--- config.mk ---
export PLATFORM = sky130hd
export DESIGN_NAME = nor3_tt_sequencer
export DESIGN_NICKNAME = d
export VERILOG_FILES = /design/src/rtl/nor3_tt_sequencer.sv
export SDC_FILE = /design/constraint.sdc
export NUM_CORES = 1
export LEC_CHECK = 0
export BUFFER_PORTS_ARGS = -buffer_cell sky130_fd_sc_hd__buf_2
export CAP_MARGIN = 15
export CORE_ASPECT_RATIO = 2
export CORE_UTILIZATION = 41
export DETAILED_ROUTE_END_ITERATION = 10
export GPL_ROUTABILITY_DRIVEN = 0
export PLACE_DENSITY_LB_ADDON = 0.05
export RECOVER_POWER = 25
export SLEW_MARGIN = 10
export SYNTH_ARGS = -nofsm -noshare
export SYNTH_HDL_FRONTEND = slang
export SYNTH_SLANG_ARGS = --single-unit
--- constraint.sdc ---
create_clock -name clk -period 1.95 [get_ports clk]
set_input_delay 0.0975 -clock clk [delete_from_list [all_inputs] [get_ports clk]]
set_output_delay 0.0975 -clock clk [all_outputs]
set_load 0.1 [all_outputs]
--- src/rtl/nor3_tt_sequencer.sv ---
// Exhaustive truth-table sequencer for a 3-input NOR gate under test.
// Optional first-failure capture is enabled by defining NOR3_TT_FIRSTFAIL_EN.
module nor3_tt_sequencer #(
    parameter int unsigned SETTLE_CYCLES = 2
) (
    input  logic       clk,
    input  logic       rst,
    input  logic       start,
    input  logic       abort,
    output logic       dut_a,
    output logic       dut_b,
    output logic       dut_c,
    input  logic       dut_y,
    output logic       busy,
    output logic       done,
    output logic       pass,
    output logic [7:0] result_mask,
    output logic [3:0] fail_count
`ifdef NOR3_TT_FIRSTFAIL_EN
    ,
    output logic [2:0] first_fail,
    output logic       first_fail_vld
`endif
);

    typedef enum logic [1:0] {
        IDLE   = 2'd0,
        SETTLE = 2'd1,
        SAMPLE = 2'd2,
        DONE   = 2'd3
    } state_t;

    localparam logic [3:0] SETTLE_LD = 4'(SETTLE_CYCLES);

    function automatic logic nor3_exp(input logic [2:0] v);
        return ~(v[2] | v[1] | v[0]);
    endfunction

    state_t     state_r, state_s;
    logic [2:0] vec_r, vec_s;
    logic [3:0] cnt_r, cnt_s;
    logic [2:0] drive_r, drive_s;
    logic       done_r, done_s;
    logic       pass_r, pass_s;
    logic [7:0] mask_r, mask_s;
    logic [3:0] fcnt_r, fcnt_s;
    logic [2:0] ff_r, ff_s;
    logic       ffv_r, ffv_s;
    logic       match_s;

    // Next-state, next-drive and result update logic.
    always_comb begin
        state_s = state_r;
        vec_s   = vec_r;
        cnt_s   = cnt_r;
        drive_s = 3'd0;
        done_s  = 1'b0;
        pass_s  = pass_r;
        mask_s  = mask_r;
        fcnt_s  = fcnt_r;
        ff_s    = ff_r;
        ffv_s   = ffv_r;
        match_s = (dut_y == nor3_exp(drive_r));
        case (state_r)
            IDLE: begin
                if (start && !abort) begin
                    state_s = SETTLE;
                    vec_s   = 3'd0;
                    cnt_s   = SETTLE_LD;
                    mask_s  = 8'h00;
                    fcnt_s  = 4'd0;
                    pass_s  = 1'b0;
                    ff_s    = 3'd0;
                    ffv_s   = 1'b0;
                end else begin
                    state_s = IDLE;
                end
            end
            SETTLE: begin
                if (abort) begin
                    state_s = IDLE;
                    mask_s  = 8'h00;
                    fcnt_s  = 4'd0;
                    pass_s  = 1'b0;
                    ff_s    = 3'd0;
                    ffv_s   = 1'b0;
                end else begin
                    drive_s = vec_r;
                    cnt_s   = cnt_r - 4'd1;
                    if (cnt_r <= 4'd1) begin
                        state_s = SAMPLE;
                    end else begin
                        state_s = SETTLE;
                    end
                end
            end
            SAMPLE: begin
                if (abort) begin
                    state_s = IDLE;
                    mask_s  = 8'h00;
                    fcnt_s  = 4'd0;
                    pass_s  = 1'b0;
                    ff_s    = 3'd0;
                    ffv_s   = 1'b0;
                end else begin
                    mask_s[vec_r] = match_s;
                    if (!match_s) begin
                        fcnt_s = fcnt_r + 4'd1;
                        if (!ffv_r) begin
                            ff_s  = vec_r;
                            ffv_s = 1'b1;
                        end else begin
                            ff_s  = ff_r;
                        end
                    end else begin
                        fcnt_s = fcnt_r;
                    end
                    // pass must already reflect the last vector while done is high
                    if (vec_r == 3'd7) begin
                        state_s = DONE;
                        done_s  = 1'b1;
                        pass_s  = (fcnt_s == 4'd0);
                    end else begin
                        state_s = SETTLE;
                        vec_s   = vec_r + 3'd1;
                        cnt_s   = SETTLE_LD;
                        drive_s = vec_r + 3'd1;
                    end
                end
            end
            DONE: begin
                state_s = IDLE;
                if (abort) begin
                    mask_s = 8'h00;
                    fcnt_s = 4'd0;
                    pass_s = 1'b0;
                    ff_s   = 3'd0;
                    ffv_s  = 1'b0;
                end else begin
                    mask_s = mask_r;
                end
            end
            default: begin
                state_s = IDLE;
                mask_s  = 8'h00;
                fcnt_s  = 4'd0;
                pass_s  = 1'b0;
                ff_s    = 3'd0;
                ffv_s   = 1'b0;
            end
        endcase
    end

    // State and registered-output update with synchronous reset.
    always_ff @(posedge clk) begin
        if (rst) begin
            state_r <= IDLE;
            vec_r   <= 3'd0;
            cnt_r   <= 4'd0;
            drive_r <= 3'd0;
            done_r  <= 1'b0;
            pass_r  <= 1'b0;
            mask_r  <= 8'h00;
            fcnt_r  <= 4'd0;
            ff_r    <= 3'd0;
            ffv_r   <= 1'b0;
        end else begin
            state_r <= state_s;
            vec_r   <= vec_s;
            cnt_r   <= cnt_s;
            drive_r <= drive_s;
            done_r  <= done_s;
            pass_r  <= pass_s;
            mask_r  <= mask_s;
            fcnt_r  <= fcnt_s;
            ff_r    <= ff_s;
            ffv_r   <= ffv_s;
        end
    end

    assign busy        = (state_r == SETTLE) || (state_r == SAMPLE);
    assign dut_a       = drive_r[2];
    assign dut_b       = drive_r[1];
    assign dut_c       = drive_r[0];
    assign done        = done_r;
    assign pass        = pass_r;
    assign result_mask = mask_r;
    assign fail_count  = fcnt_r;
`ifdef NOR3_TT_FIRSTFAIL_EN
    assign first_fail     = ff_r;
    assign first_fail_vld = ffv_r;
`else
    logic unused_ff_s;
    assign unused_ff_s = ^{ff_r, ffv_r};
`endif

endmodule

# ---- Yosys cells after proc, flatten, opt, wreduce, memory -nomap -nowiden
# Index checks and enable logic that the tools add are counted.
dict set report classes {
  eq_ne 11
  n_addsub 3
  n_reduce_logical 14
  n_mux 39
  magnitude_cmp 3
  bitwise_logic 4
}
# operator count
set ops {}
lappend ops {{$mux W4} 10}
lappend ops {{$mux W8} 3}
lappend ops {{$pmux W4 S3} 2}
lappend ops {{$pmux W8 S3} 1}
lappend ops {{$mux W3} 6}
lappend ops {{$pmux W3 S2} 2}
lappend ops {{$bwmux W8} 1}
lappend ops {{$mux W2} 4}
lappend ops {{$ne A2 B2 Y1 const B} 4}
lappend ops {{$pmux W2 S4} 1}
lappend ops {{$mux W1} 7}
lappend ops {{$reduce_and A5 Y1} 1}
lappend ops {{$add A4 B1 Y4 const B} 1}
lappend ops {{$eq A2 B2 Y1 const B} 2}
lappend ops {{$le A4 B1 Y1 const B} 1}
lappend ops {{$logic_not A4 Y1} 1}
lappend ops {{$lt A3 B4 Y1 const B} 1}
lappend ops {{$reduce_and A4 Y1} 1}
lappend ops {{$sub A4 B1 Y4 const B} 1}
lappend ops {{$add A3 B1 Y3 const B} 1}
lappend ops {{$demux W1 S3} 1}
lappend ops {{$eq A3 B3 Y1 const B} 1}
lappend ops {{$ge A3 B1 Y1 const B} 1}
lappend ops {{$ne A3 B3 Y1 const B} 1}
lappend ops {{16 further kinds} 19}
dict set report totals {
  reg_bits 26
  in_bits 5
}

# ---- Longest topological paths before layout
dict set report depth {
  word_depth 11
  mapped_depth 8
  ltp_nobuf 6
}

# ---- Worst setup path before layout
# No wires, ideal clock.
dict set report synth_path {
  kind {reg2reg}
  start {register drive_r[1]}
  end {register pass_r (netlist: pass)}
  path_slack_ns 0.009
  t_arrival_ns 1.856
  n_path_buf 0
  t_required_ns 1.865
  stages_incl_launch_ff 5
  synth_period_minus_slack_ns 1.941
  cell_sequence {dfxtp_1 -> nor4_4 -> o21a_1 -> o311a_1 -> o31ai_2}
}
dict set report synth_via {
  elab_chain_len 11
}
# item line_no
set synth_lines {}
lappend synth_lines {{from (decl)} 42} ;# logic [2:0] drive_r, drive_s;
lappend synth_lines {{from (signal assigned)} 171} ;# drive_r <= drive_s;
lappend synth_lines {{$or A1 B1 Y1 (2 in series)} 36} ;# return ~(v[2] | v[1] | v[0]);
lappend synth_lines {{$not A1 Y1} 36}
lappend synth_lines {{$eq A1 B1 Y1} 63} ;# match_s = (dut_y == nor3_exp(drive_r));
lappend synth_lines {{$mux W4} 107} ;# if (!match_s) begin
lappend synth_lines {{$mux W4} 98} ;# if (abort) begin
lappend synth_lines {{$mux W4} 64} ;# case (state_r)
lappend synth_lines {{$logic_not A4 Y1} 122} ;# pass_s = (fcnt_s == 4'd0);
lappend synth_lines {{$mux W1} 119} ;# if (vec_r == 3'd7) begin
lappend synth_lines {{$mux W1} 98}
lappend synth_lines {{$pmux W1 S3} 64}
lappend synth_lines {{to (signal assigned)} 173} ;# pass_r <= pass_s;
lappend synth_lines {{to (decl)} 44} ;# logic pass_r, pass_s;
# No other way between the ends. The select of a mux whose other input is x is not followed.
# A chain may end at the register's enable or synchronous reset.

# ---- Final worst setup path
dict set report layout_path {
  start {register state_r[0]}
  end {register drive_r[0]}
}
dict set report layout_via {
  elab_chain_len 2
  elab_cells_between_ends 3
}
# item line_no
set layout_lines {}
lappend layout_lines {{from (decl)} 39} ;# state_t state_r, state_s;
lappend layout_lines {{from (signal assigned)} 168} ;# state_r <= state_s;
lappend layout_lines {{$eq A2 B2 Y1 / $eq A2 B1 Y1 (equally long branches)} 64}
lappend layout_lines {{$pmux W3 S2 (*)} 64}
# Every way passes the cells marked *; elsewhere a longest branch is shown, timed or not.

==> key figures <==
Synthesis
  – Post-Syn Area: 1525 µm²
  – Multiplexer area fraction after synthesis: 0%
  – Synth Area in Compound Gates: 25.43%
  – EDFF count, synth: 0
  – Cells after synthesis: 183
  – YS warnings: 0
  – Ys flop type: dfxtp_1
  – Cell variety after synth: 45
  – XOR/XNOR Fraction of Synth Area: 0%
  – Synth Area in Adders: 8.203%
  – Top cells by area, synth: dfxtp_1 (34%), ha_1 (8.2%), a21oi_1 (6.6%)
  – Average instance area after synthesis: 8.334 µm²
  – Post-synth ARST share: 0%
  – Post-synth top area share: 34.13%
  – Cell taking the most area after synthesis: dfxtp_1
  – Seq/Total Area, Yosys: 34.13%
  – Syn Nets: 198
  – Yosys reg bits: 26
  – Synth Area in Simple Gates: 27.89%
  – Main combinational cell family by area after synthesis: simple AND/OR/NAND/NOR gates

Timing
  – Final setup viols: 0
  – Setup ws final: 192.6 ps
  – Fin crit period: 1757 ps
  – Slew Limit Fails: 0
  – Slew @ Worst Pin: 1168 ps
  – Worst slew margin: 22.48%
  – Final period util: 90.12%
  – RSZ-0062 raised after global routing: no
  – TNS Setup: 0 ps
  – Fin. Hold Viols: 0
  – Clock Skew: 3.311 ps
  – Fmax achieved: 569.0 MHz
  – Fin Hold WS: 148.2 ps

Drt
  – Antenna viol nets, final: 0
  – Vias/cell: 5.634
  – Pre-antenna DRT Iters: 4
  – Via Count: 1431
  – Residual DRC: 0
  – Drt wl/cell: 15.27 µm
  – DR iter-0 viols: 40
  – Post-Route WL: 3.879 mm

Global route
  – Initial antenna violation count: 0
  – Pin count of the biggest net entering global routing: 28
  – Gr usage total: 21.74%
  – Gr ovfl total: 0
  – First-pass GRT wire length: 6.437 mm
  – Vias in the first global route: 1402

Die
  – Die area: 3983 µm²
  – Cell Rows: 31
  – DIE WIDTH: 45.13 µm
  – Core area: 3568 µm²
  – Die height: 88.26 µm
  – Starting Density: 42.74%
  – Top Ports: 23

Clocking
  – Worst-path clk slew: 90 ps
  – Hold Buf Count CTS: 0
  – Sink Count: 26
  – H-tree levels: 1
  – Clk buf depth: 2
  – CTS buffer count: 3
  – Worst-Skew Late Latency: 270 ps
  – Root buffer cell: clkbuf_8
  – CTS tree: yes

Final layout
  – Nets: 222
  – Ant diodes: 0
  – Commonest non-fill, non-tap cells in the layout: dfxtp_1 (26), a21oi_1 (20), nor2_1 (15)
  – Layout cells sized above 1: 15.61%
  – Layout Cells excl Fill: 254
  – Synth-to-Final Area Change: 15.91%
  – Commonest non-fill, non-tap cell in the layout: dfxtp_1

Placed design
  – # port buffers: 22
  – Pre-CTS WS: 56.03 ps
  – Post-detail-place hpwl: 2.869 mm
  – Placed cell count: 250

Worst setup path
  – CP Capture Type: flop
  – CP max FO: 9
  – Critical path launch point type: flop
  – Worst Path Required: 2160 ps
  – WS Path Type: flop to flop
  – R2R Setup Slk: 190 ps
  – Critical Path AT: 1970 ps

Job
  – # Max-Cap Violations: 0

Power and ir drop
  – IR drop worst, VDD: 0.3443 mV
  – PwrDens: 565.5 nW/µm²
  – Pwr Total: 999.8 µW
  – Leakage: 0.6634 nW

Outcome
  – Status: complete, no violations

Hold path
  – Hold WC Path Type: primary input to flop
-- cells by family (layout without fill, tap and decap cells) --
group,count (synthesis),in the layout
compound gates,58,58
fa+ha+maj,10,10
buf+inv,17,39
flops,26,26
simple gates,72,72
-- synth_stat cells (2+ instances only) --
| library cell | number |
|---|---|
| nor2_1 | 15 |
| o21ai_0 | 2 |
| nand4_1 | 4 |
| ha_1 | 10 |
| nor2b_1 | 7 |
| dfxtp_1 | 26 |
| o21ai_1 | 14 |
| nor4_1 | 2 |
| buf_2 | 2 |
| clkbuf_1 | 10 |
| and3b_1 | 2 |
| o2111ai_1 | 2 |
| or3_1 | 2 |
| nand3_1 | 10 |
| a21oi_1 | 20 |
| nand4b_1 | 3 |
| and3_1 | 2 |
| o211ai_1 | 3 |
| nor3b_1 | 3 |
| nand2b_1 | 3 |
| nor3_1 | 2 |
| nand2_1 | 10 |
| a211oi_1 | 3 |
| or2_1 | 2 |
| inv_1 | 4 |
-- critical path, stage by stage, from the launching register on --
cell      delay [ps]
dfxtp_1          350
inv_2            120
ha_1             210
buf_4            160
nand2b_1         160
buf_4            220
or3_1            320
a21oi_1          150
-- metal layers --
metal | vias to the layer above | share of wire, % | track usage [%]
met5 | - | 0 | 0
met3 | 7 | 1.3 | 1.837
met2 | 20 | 57 | 42.16
li1 | 719 | - | -
met4 | 0 | 2.4 | 8.815
met1 | 685 | 39 | 22.32
-- worst paths after layout --
| path | start | endpoint | depth (start not counted) |
|---|---|---|---|
| worst max-delay path | state_r[0] | drive_r[0] | 7 |
| worst min-delay path | abort | drive_r[1] | 2 |
| worst max register to register | state_r[0] | drive_r[0] | 7 |
| worst min register to register | result_mask[0] | result_mask[0] | 2 |
-- sequential cells by signal (all words and copies together), names as in the netlist --
name,flops
vec_r,3
pass,1
state_r,2
done,1
cnt_r,4
drive_r,3
fail_count,4
result_mask,8
-- timing repair --
item                                    4_1_cts  5_1_grt
endpoints found under the hold margin         0        0
buffers inserted                              0        1
resized for setup                             0        2
endpoints found under the setup margin        0       14
-- per-stage QoR --
stage / instance area [µm²] / utilization, %
finish: 1768 / 49.54
global placement: 1709 / 47.90
global route: 1768 / 49.54
detailed placement: 1709 / 47.90
floorplan: 1525 / -
CTS: 1750 / 49.05
-- where the power goes --
group          internal (mW)  switching [mW]  leakage [nW]  total (mW)
sequential             0.537         0.00653         0.210       0.543
clock                  0.139           0.171        0.0216       0.310
combinational         0.0505          0.0961         0.432       0.147
-- cell type report --
type	count	area, µm²
flip-flops and latches	26	520.5
fillers	383	1800
inverters	5	18.77
repair buffers	31	176.4
well taps	49	61.31
multi-input cells	140	949.7
clock buffers	3	41.29
(Power assumes the default switching activity.)
